==> src/rtl/mini_cpu_param_if.sv <==
// Port bundle for mini_cpu_param: program loading, run control, debug read
// and architectural status. The slave modport is the processor; the master
// modport is whatever loads programs and watches the results.
interface mini_cpu_param_if #(
   parameter int WIDTH  = 8,
   parameter int NREGS  = 4,
   parameter int PDEPTH = 16
);
   localparam int RA = $clog2(NREGS);
   localparam int PA = $clog2(PDEPTH);
   localparam int IW = 3 + 2 * RA + WIDTH;

   logic             start;
   logic             prog_we;
   logic [PA-1:0]    prog_addr;
   logic [IW-1:0]    prog_data;
   logic [RA-1:0]    dbg_sel;
   logic [WIDTH-1:0] dbg_data;
   logic [WIDTH-1:0] result;
   logic             zero_flag;
   logic             carry_flag;
   logic [WIDTH-1:0] out_data;
   logic             out_valid;
   logic [PA-1:0]    pc;
   logic             busy;
   logic             halted;

   modport master (
      output start, prog_we, prog_addr, prog_data, dbg_sel,
      input  dbg_data, result, zero_flag, carry_flag, out_data, out_valid,
             pc, busy, halted
   );

   modport slave (
      input  start, prog_we, prog_addr, prog_data, dbg_sel,
      output dbg_data, result, zero_flag, carry_flag, out_data, out_valid,
             pc, busy, halted
   );
endinterface

==> src/rtl/mini_cpu_param.sv <==
// mini_cpu_param: parametrised multi-cycle processor. Each instruction runs
// FETCH -> DECODE -> EXECUTE; the program memory is loaded through the
// prog_* port while the core is not busy, then run from PC 0 with start.
// Instruction word: {op[2:0], rd, rs, imm}.
module mini_cpu_param #(
   parameter int WIDTH  = 8,
   parameter int NREGS  = 4,
   parameter int PDEPTH = 16
) (
   input logic             clk,
   input logic             reset,
   mini_cpu_param_if.slave bus
);
   localparam int RA = $clog2(NREGS);
   localparam int PA = $clog2(PDEPTH);
   localparam int IW = 3 + 2 * RA + WIDTH;

   typedef enum logic [2:0] {
      S_IDLE, S_FETCH, S_DECODE, S_EXECUTE, S_HALTED
   } state_e;

   typedef enum logic [2:0] {
      OP_ADD  = 3'b000,
      OP_SUB  = 3'b001,
      OP_AND  = 3'b010,
      OP_OR   = 3'b011,
      OP_LDI  = 3'b100,
      OP_OUT  = 3'b101,
      OP_JZ   = 3'b110,
      OP_HALT = 3'b111
   } op_e;

   state_e           state, state_nxt;
   logic             busy, halted;

   logic [IW-1:0]    mem  [PDEPTH];
   logic [WIDTH-1:0] regs [NREGS];
   logic [IW-1:0]    ir;
   logic [PA-1:0]    pc;
   logic [WIDTH-1:0] opa, opb;
   logic [WIDTH-1:0] result_q, out_data_q;
   logic             zero_q, carry_q, out_valid_q;

   // Instruction fields
   op_e              op;
   logic [RA-1:0]    rd, rs;
   logic [WIDTH-1:0] imm;

   assign op  = op_e'(ir[IW-1 -: 3]);
   assign rd  = ir[IW-4 -: RA];
   assign rs  = ir[WIDTH+RA-1 -: RA];
   assign imm = ir[WIDTH-1:0];

   // ALU and write-back selection
   logic             alu_op, alu_c, reg_we;
   logic [WIDTH-1:0] alu_y, reg_wd;

   // ALU ops occupy opcodes 000..011, so the top opcode bit separates them.
   assign alu_op = ~ir[IW-1];
   assign reg_we = alu_op | (op == OP_LDI);
   assign reg_wd = (op == OP_LDI) ? imm : alu_y;

   // ALU on the DECODE-latched operands; carry is carry-out or borrow.
   always_comb begin
      // NOTE: every output gets a default first so no path leaves one unassigned, which would infer a latch.
      alu_y = '0;
      alu_c = 1'b0;
      case (op)
         OP_ADD:  {alu_c, alu_y} = {1'b0, opa} + {1'b0, opb};
         OP_SUB:  {alu_c, alu_y} = {1'b0, opa} - {1'b0, opb};
         OP_AND:  alu_y = opa & opb;
         OP_OR:   alu_y = opa | opb;
         default: ;
      endcase
   end

   // State register.
   always_ff @(posedge clk or negedge reset) begin
      // NOTE: state is updated with non-blocking assignments so every flop samples pre-edge values.
      if (!reset) state <= S_IDLE;
      else        state <= state_nxt;
   end

   // Next-state and status decode.
   always_comb begin
      state_nxt = state;
      busy      = 1'b0;
      halted    = 1'b0;
      case (state)
         S_IDLE:    if (bus.start) state_nxt = S_FETCH;
         S_FETCH:   begin busy = 1'b1; state_nxt = S_DECODE; end
         S_DECODE:  begin busy = 1'b1; state_nxt = S_EXECUTE; end
         S_EXECUTE: begin
            busy      = 1'b1;
            state_nxt = (op == OP_HALT) ? S_HALTED : S_FETCH;
         end
         S_HALTED:  begin
            halted = 1'b1;
            if (bus.start) state_nxt = S_FETCH;
         end
         default:   state_nxt = S_IDLE;
      endcase
   end

   // Program memory write port, locked out while a program runs.
   // NOTE: program memory is deliberately not reset; a loaded program survives reset.
   always_ff @(posedge clk) begin
      if (bus.prog_we && !busy) mem[bus.prog_addr] <= bus.prog_data;
   end

   // Datapath: fetch, operand latch, and architectural updates in EXECUTE.
   always_ff @(posedge clk or negedge reset) begin
      if (!reset) begin
         pc          <= '0;
         ir          <= '0;
         opa         <= '0;
         opb         <= '0;
         result_q    <= '0;
         out_data_q  <= '0;
         zero_q      <= 1'b0;
         carry_q     <= 1'b0;
         out_valid_q <= 1'b0;
         for (int i = 0; i < NREGS; i++) regs[i] <= '0;
      end else begin
         out_valid_q <= 1'b0;
         case (state)
            S_IDLE, S_HALTED: if (bus.start) pc <= '0;
            S_FETCH: begin
               ir <= mem[pc];
               pc <= pc + PA'(1);
            end
            S_DECODE: begin
               opa <= regs[rd];
               opb <= regs[rs];
            end
            S_EXECUTE: begin
               if (reg_we) begin
                  regs[rd] <= reg_wd;
                  result_q <= reg_wd;
               end
               if (alu_op) begin
                  zero_q  <= (alu_y == '0);
                  carry_q <= alu_c;
               end
               if (op == OP_JZ && zero_q) pc <= imm[PA-1:0];
               if (op == OP_OUT) begin
                  out_data_q  <= opb;
                  out_valid_q <= 1'b1;
               end
            end
            default: ;
         endcase
      end
   end

   assign bus.dbg_data   = regs[bus.dbg_sel];
   assign bus.result     = result_q;
   assign bus.zero_flag  = zero_q;
   assign bus.carry_flag = carry_q;
   assign bus.out_data   = out_data_q;
   assign bus.out_valid  = out_valid_q;
   assign bus.pc         = pc;
   assign bus.busy       = busy;
   assign bus.halted     = halted;
endmodule

==> src/flat_wrapper.sv <==
// flat-port wrapper written by rule: the top's interface ports become plain ports
module mini_cpu_param_flat 
#(
   parameter int WIDTH  = 8,
   parameter int NREGS  = 4,
   parameter int PDEPTH = 16
)
  (clk, reset, bus_start, bus_prog_we, bus_prog_addr, bus_prog_data, bus_dbg_sel, bus_dbg_data, bus_result, bus_zero_flag, bus_carry_flag, bus_out_data, bus_out_valid, bus_pc, bus_busy, bus_halted);
  mini_cpu_param_if #(.WIDTH(WIDTH), .NREGS(NREGS), .PDEPTH(PDEPTH)) bus_i ();
  input logic clk;
  input logic reset;
  input wire logic [$bits(bus_i.start)-1:0] bus_start;
  input wire logic [$bits(bus_i.prog_we)-1:0] bus_prog_we;
  input wire logic [$bits(bus_i.prog_addr)-1:0] bus_prog_addr;
  input wire logic [$bits(bus_i.prog_data)-1:0] bus_prog_data;
  input wire logic [$bits(bus_i.dbg_sel)-1:0] bus_dbg_sel;
  output wire logic [$bits(bus_i.dbg_data)-1:0] bus_dbg_data;
  output wire logic [$bits(bus_i.result)-1:0] bus_result;
  output wire logic [$bits(bus_i.zero_flag)-1:0] bus_zero_flag;
  output wire logic [$bits(bus_i.carry_flag)-1:0] bus_carry_flag;
  output wire logic [$bits(bus_i.out_data)-1:0] bus_out_data;
  output wire logic [$bits(bus_i.out_valid)-1:0] bus_out_valid;
  output wire logic [$bits(bus_i.pc)-1:0] bus_pc;
  output wire logic [$bits(bus_i.busy)-1:0] bus_busy;
  output wire logic [$bits(bus_i.halted)-1:0] bus_halted;
  assign bus_i.start = bus_start;
  assign bus_i.prog_we = bus_prog_we;
  assign bus_i.prog_addr = bus_prog_addr;
  assign bus_i.prog_data = bus_prog_data;
  assign bus_i.dbg_sel = bus_dbg_sel;
  assign bus_dbg_data = bus_i.dbg_data;
  assign bus_result = bus_i.result;
  assign bus_zero_flag = bus_i.zero_flag;
  assign bus_carry_flag = bus_i.carry_flag;
  assign bus_out_data = bus_i.out_data;
  assign bus_out_valid = bus_i.out_valid;
  assign bus_pc = bus_i.pc;
  assign bus_busy = bus_i.busy;
  assign bus_halted = bus_i.halted;
  mini_cpu_param #(.WIDTH(WIDTH), .NREGS(NREGS), .PDEPTH(PDEPTH)) u_core (.clk(clk), .reset(reset), .bus(bus_i));
endmodule
==> config.mk <==
export PLATFORM = sky130hd
export DESIGN_NAME = mini_cpu_param_flat
export DESIGN_NICKNAME = d
export VERILOG_FILES = /design/src/rtl/mini_cpu_param_if.sv /design/src/rtl/mini_cpu_param.sv /design/src/flat_wrapper.sv
export SDC_FILE = /design/constraint.sdc
export NUM_CORES = 1
export LEC_CHECK = 0
export BUFFER_PORTS_ARGS = -buffer_cell sky130_fd_sc_hd__buf_4
export CAP_MARGIN = 15
export CORE_ASPECT_RATIO = 1.25
export CORE_MARGIN = 4
export CORE_UTILIZATION = 46
export DETAILED_ROUTE_END_ITERATION = 8
export REMOVE_ABC_BUFFERS = 1
export SLEW_MARGIN = 40
export SYNTH_ARGS = -nofsm -noshare
export SYNTH_HDL_FRONTEND = slang
export SYNTH_SLANG_ARGS = --single-unit
==> constraint.sdc <==
create_clock -name clk -period 3.3 [get_ports clk]
set_clock_uncertainty 0.05 [all_clocks]
set_input_delay 0.33 -clock clk [delete_from_list [all_inputs] [get_ports clk]]
set_output_delay 0.33 -clock clk [all_outputs]
set_load 0.05 [all_outputs]
==> key figures <==
Outcome
  • Status: complete, no violations

Routing
  • Starting DRC count in detailed routing: between 500 and 600
  • Post-DRT Antenna Nets: 0
  • Vias per cell: between 5 and 6
  • Drt pass-1 iters: 5
  • Drt wl/cell: between 20 and 25 µm
  • Post-Route WL: roughly 32 mm
  • Via count: ~8,000
  • DRC viols: 0

Global route
  • Grt total ovfl: 0
  • Vias in the first global route: around 8,300
  • Total GRT Usage: 0.198
  • Largest net degree at the start of global routing: 90
  • First-pass GRT wire length: 49.7 mm
  • Initial antenna violation count: 0

Synth
  • Top-area cell type share of the netlist area: 0.509
  • Mapped cell area: ~14,000 µm²
  • Leading post-synthesis cells by cell area: edfxtp_1 51%, mux4_2 16%, dfrtp_1 16%, nand2_1 2.7%, ha_1 2.3%
  • Post-synth top cells: 240 x edfxtp_1, 103 x nand2_1, 99 x mux4_2
  • Register bit total from synthesis: between 300 and 400
  • Async SR Flop Fraction: 0.271
  • Main flop type after synthesis: edfxtp_1
  • Post-synthesis instance total: ~880
  • Yosys Warn Count: 0
  • Register area share after synthesis: 0.666
  • Count of different cell masters after synthesis: 54
  • Most numerous cell in the Yosys netlist: edfxtp_1
  • Avg Cell Area, Syn: 16.0 µm²
  • Number of flops mapped to enable cells by yosys: between 200 and 250
  • Area leader, netlist: edfxtp_1

Clock tree
  • Clock-pin slew on the worst setup and hold paths: 60 ps
  • Bufs on Longest Clock Path: 3
  • Clock root cell: clkbuf_16
  • Postcts setup bufs: 0
  • Post-cts repair resize count: 0
  • Cts bufs inserted: 35
  • Worst skew pair latency: around 520 ps
  • H-tree Lvls: 2
  • Hold buffer count at CTS: 1
  • TritonCTS clock tree: yes
  • CTS sink cnt: between 300 and 400

Timing
  • Setup Viol. Count Final: 0
  • Hold WS: between 40 and 50 ps
  • Slew Viols, Final: 0
  • Final Critical Period: 2900 ps
  • Fmax: ~340 MHz
  • Final WS setup: between 300 and 400 ps
  • Relative slew slack: 0.509
  • Worst slew pin tran: ~740 ps
  • Final setup TNS: 0 ps
  • RSZ-0062 raised after global routing: false
  • Fin crit share: 0.879
  • Hold Vio Cnt, Final: 0

Min path
  • Hold path startpoint: bus_prog_data[10]
  • Worst Hold Depth: 1
  • Hold endpoint: u_core.mem[5][10]
  • Hold Path Class: in2reg

Critical path
  • Reg2reg start: u_core.opb[1]
  • Crit path capture type: flop
  • Worst r2r path cells: 9
  • CP arrival: between 3000 and 4000 ps
  • Data required, critical path: between 3000 and 4000 ps
  • Reg2reg end: u_core.bus.zero_flag
  • Max FO, Critical Path: 5
  • CP Class: reg2reg
  • Crit path launch type: flop
  • R2R Setup Slk: ~400 ps

Final layout
  • Synth-to-layout area growth: 16.2%
  • Final cell utilization of the core: 0.545
  • Antenna Cells: 0
  • Layout cells sized above 1: 0.281
  • Fin nets: between 1,000 and 1,500

Placement
  • HPWL Detailed: 20.8 mm
  • Final Wtd Congestion: 0.849
  • PortBufs: between 50 and 60
  • Placement Setup Slack: 400 ps

Die
  • DIE HEIGHT: between 200 and 250 µm
  • Starting Density: 0.469
  • Core region area: between 30,000 and 40,000 µm²
  • Die area: about 34,000 µm²
  • FP Rows: slightly above 70
  • Die Wd: roughly 160 µm
  • Top Ports: 58

Power and ir drop
  • Power Total: 14.6 mW
  • Leakage power total: between 5 and 6 nW
  • Power density cells: around 890 nW/µm²
  • VDD IR max: 0.517 mV

Run
  • Max cap viols: 0
-- layer usage --
layer	vias to the layer above	routed length, µm	global-route usage
li1	3578	-	-
met1	4056	13100	0.267
met2	228	16100	0.329
met3	56	1700	0.0343
met4	0	945	0.0654
met5	-	0	0
-- power breakdown --
group          leakage, nW  internal, mW  switching [mW]
Sequential            3.29          4.96           0.597
Clock                0.535          2.17            1.61
Combinational         2.09          2.23            3.01
Total                 5.91          9.36            5.21
-- how the worst max path moves through the flow --
| stage | startpoint | end | slack (ps) | depth (start not counted) |
|---|---|---|---|---|
| 4_1_cts | u_core.opb[1] | u_core.bus.zero_flag | 390 | 9 |
| 3_5_place_dp | u_core.opb[1] | u_core.bus.zero_flag | 400 | 9 |
| 5_1_grt | u_core.opb[1] | u_core.regs[13] | 280 | 9 |
| 2_1_floorplan | u_core.bus.pc[0] | u_core.ir[14] | -930 | 4 |
| 6_report | u_core.opb[1] | u_core.bus.zero_flag | 400 | 9 |
| 3_3_place_gp | u_core.opb[1] | u_core.bus.zero_flag | 510 | 9 |
-- critical path, cell delays in order, from the launching register on --
cell and delay (ps):
dfrtp_1 480, inv_1 120, ha_1 310, o21bai_1 90, a221o_1 350, a21oi_2 190, xnor2_1 80, a221o_1 390
or4_1 560, o31ai_2 200
-- registers in the layout, summed over array words and instances (netlist names) --
name,cells
u_core.bus.out_data,8
u_core.bus.carry_flag,1
u_core.mem,240
u_core.bus.result,8
u_core.bus.zero_flag,1
u_core.bus.pc,4
u_core.regs,32
u_core.state,3
u_core.opa,8
u_core.ir,15
u_core.opb,8
u_core.bus.out_valid,1
-- area by class of cell --
class / instances / area (µm²)
clock buffer: 43 / 927
clock inverter: 21 / 174
fill: 2463 / 13700
inverter: 26 / 97.6
multi-input combinational: 483 / 4480
sequential: 329 / 9440
tap: 401 / 502
timing repair buffer: 96 / 836
-- placed cells by master, fill, tap and decap left out, drive strengths merged, types with 3 or more instances in the layout --
master | synthesis | layout
clkbuf | 29 | 43
dfrtp | 89 | 89
ha | 26 | 26
clkinv | 0 | 15
o21bai | 3 | 3
nor2b | 5 | 5
and2 | 4 | 4
nand2b | 5 | 5
buf | 15 | 95
a211oi | 5 | 5
edfxtp | 240 | 240
nor2 | 58 | 58
nor3 | 10 | 10
mux4 | 99 | 99
inv | 26 | 28
a21oi | 41 | 41
mux2 | 8 | 8
a31oi | 3 | 3
o21ai | 57 | 57
o31ai | 4 | 4
nand3b | 3 | 3
xnor2 | 4 | 4
nand2 | 103 | 103
or3 | 3 | 3
o22ai | 5 | 5
-- kinds of logic (layout without fill, tap and decap cells) --
kind of cell | after synthesis | count (layout) | synth area share
flip-flops | 329 | 329 | 0.666
AND/OR/NAND/NOR | 206 | 206 | 0.0632
multiplexers | 109 | 109 | 0.165
adder cells (fa/ha/maj) | 28 | 28 | 0.0258
XOR/XNOR | 4 | 4 | 0.00247
buffers and inverters | 71 | 186 | 0.0215
AO/OA/AOI/OAI | 136 | 136 | 0.0557
-- through the flow --
stage	cells	instance area, µm²
2_1_floorplan	838	14000
3_3_place_gp	1334	15300
3_5_place_dp	1334	15300
4_1_cts	1399	16500
5_1_grt	1399	16500
6_report	1399	16500
Power figures use the tool's default switching activity.
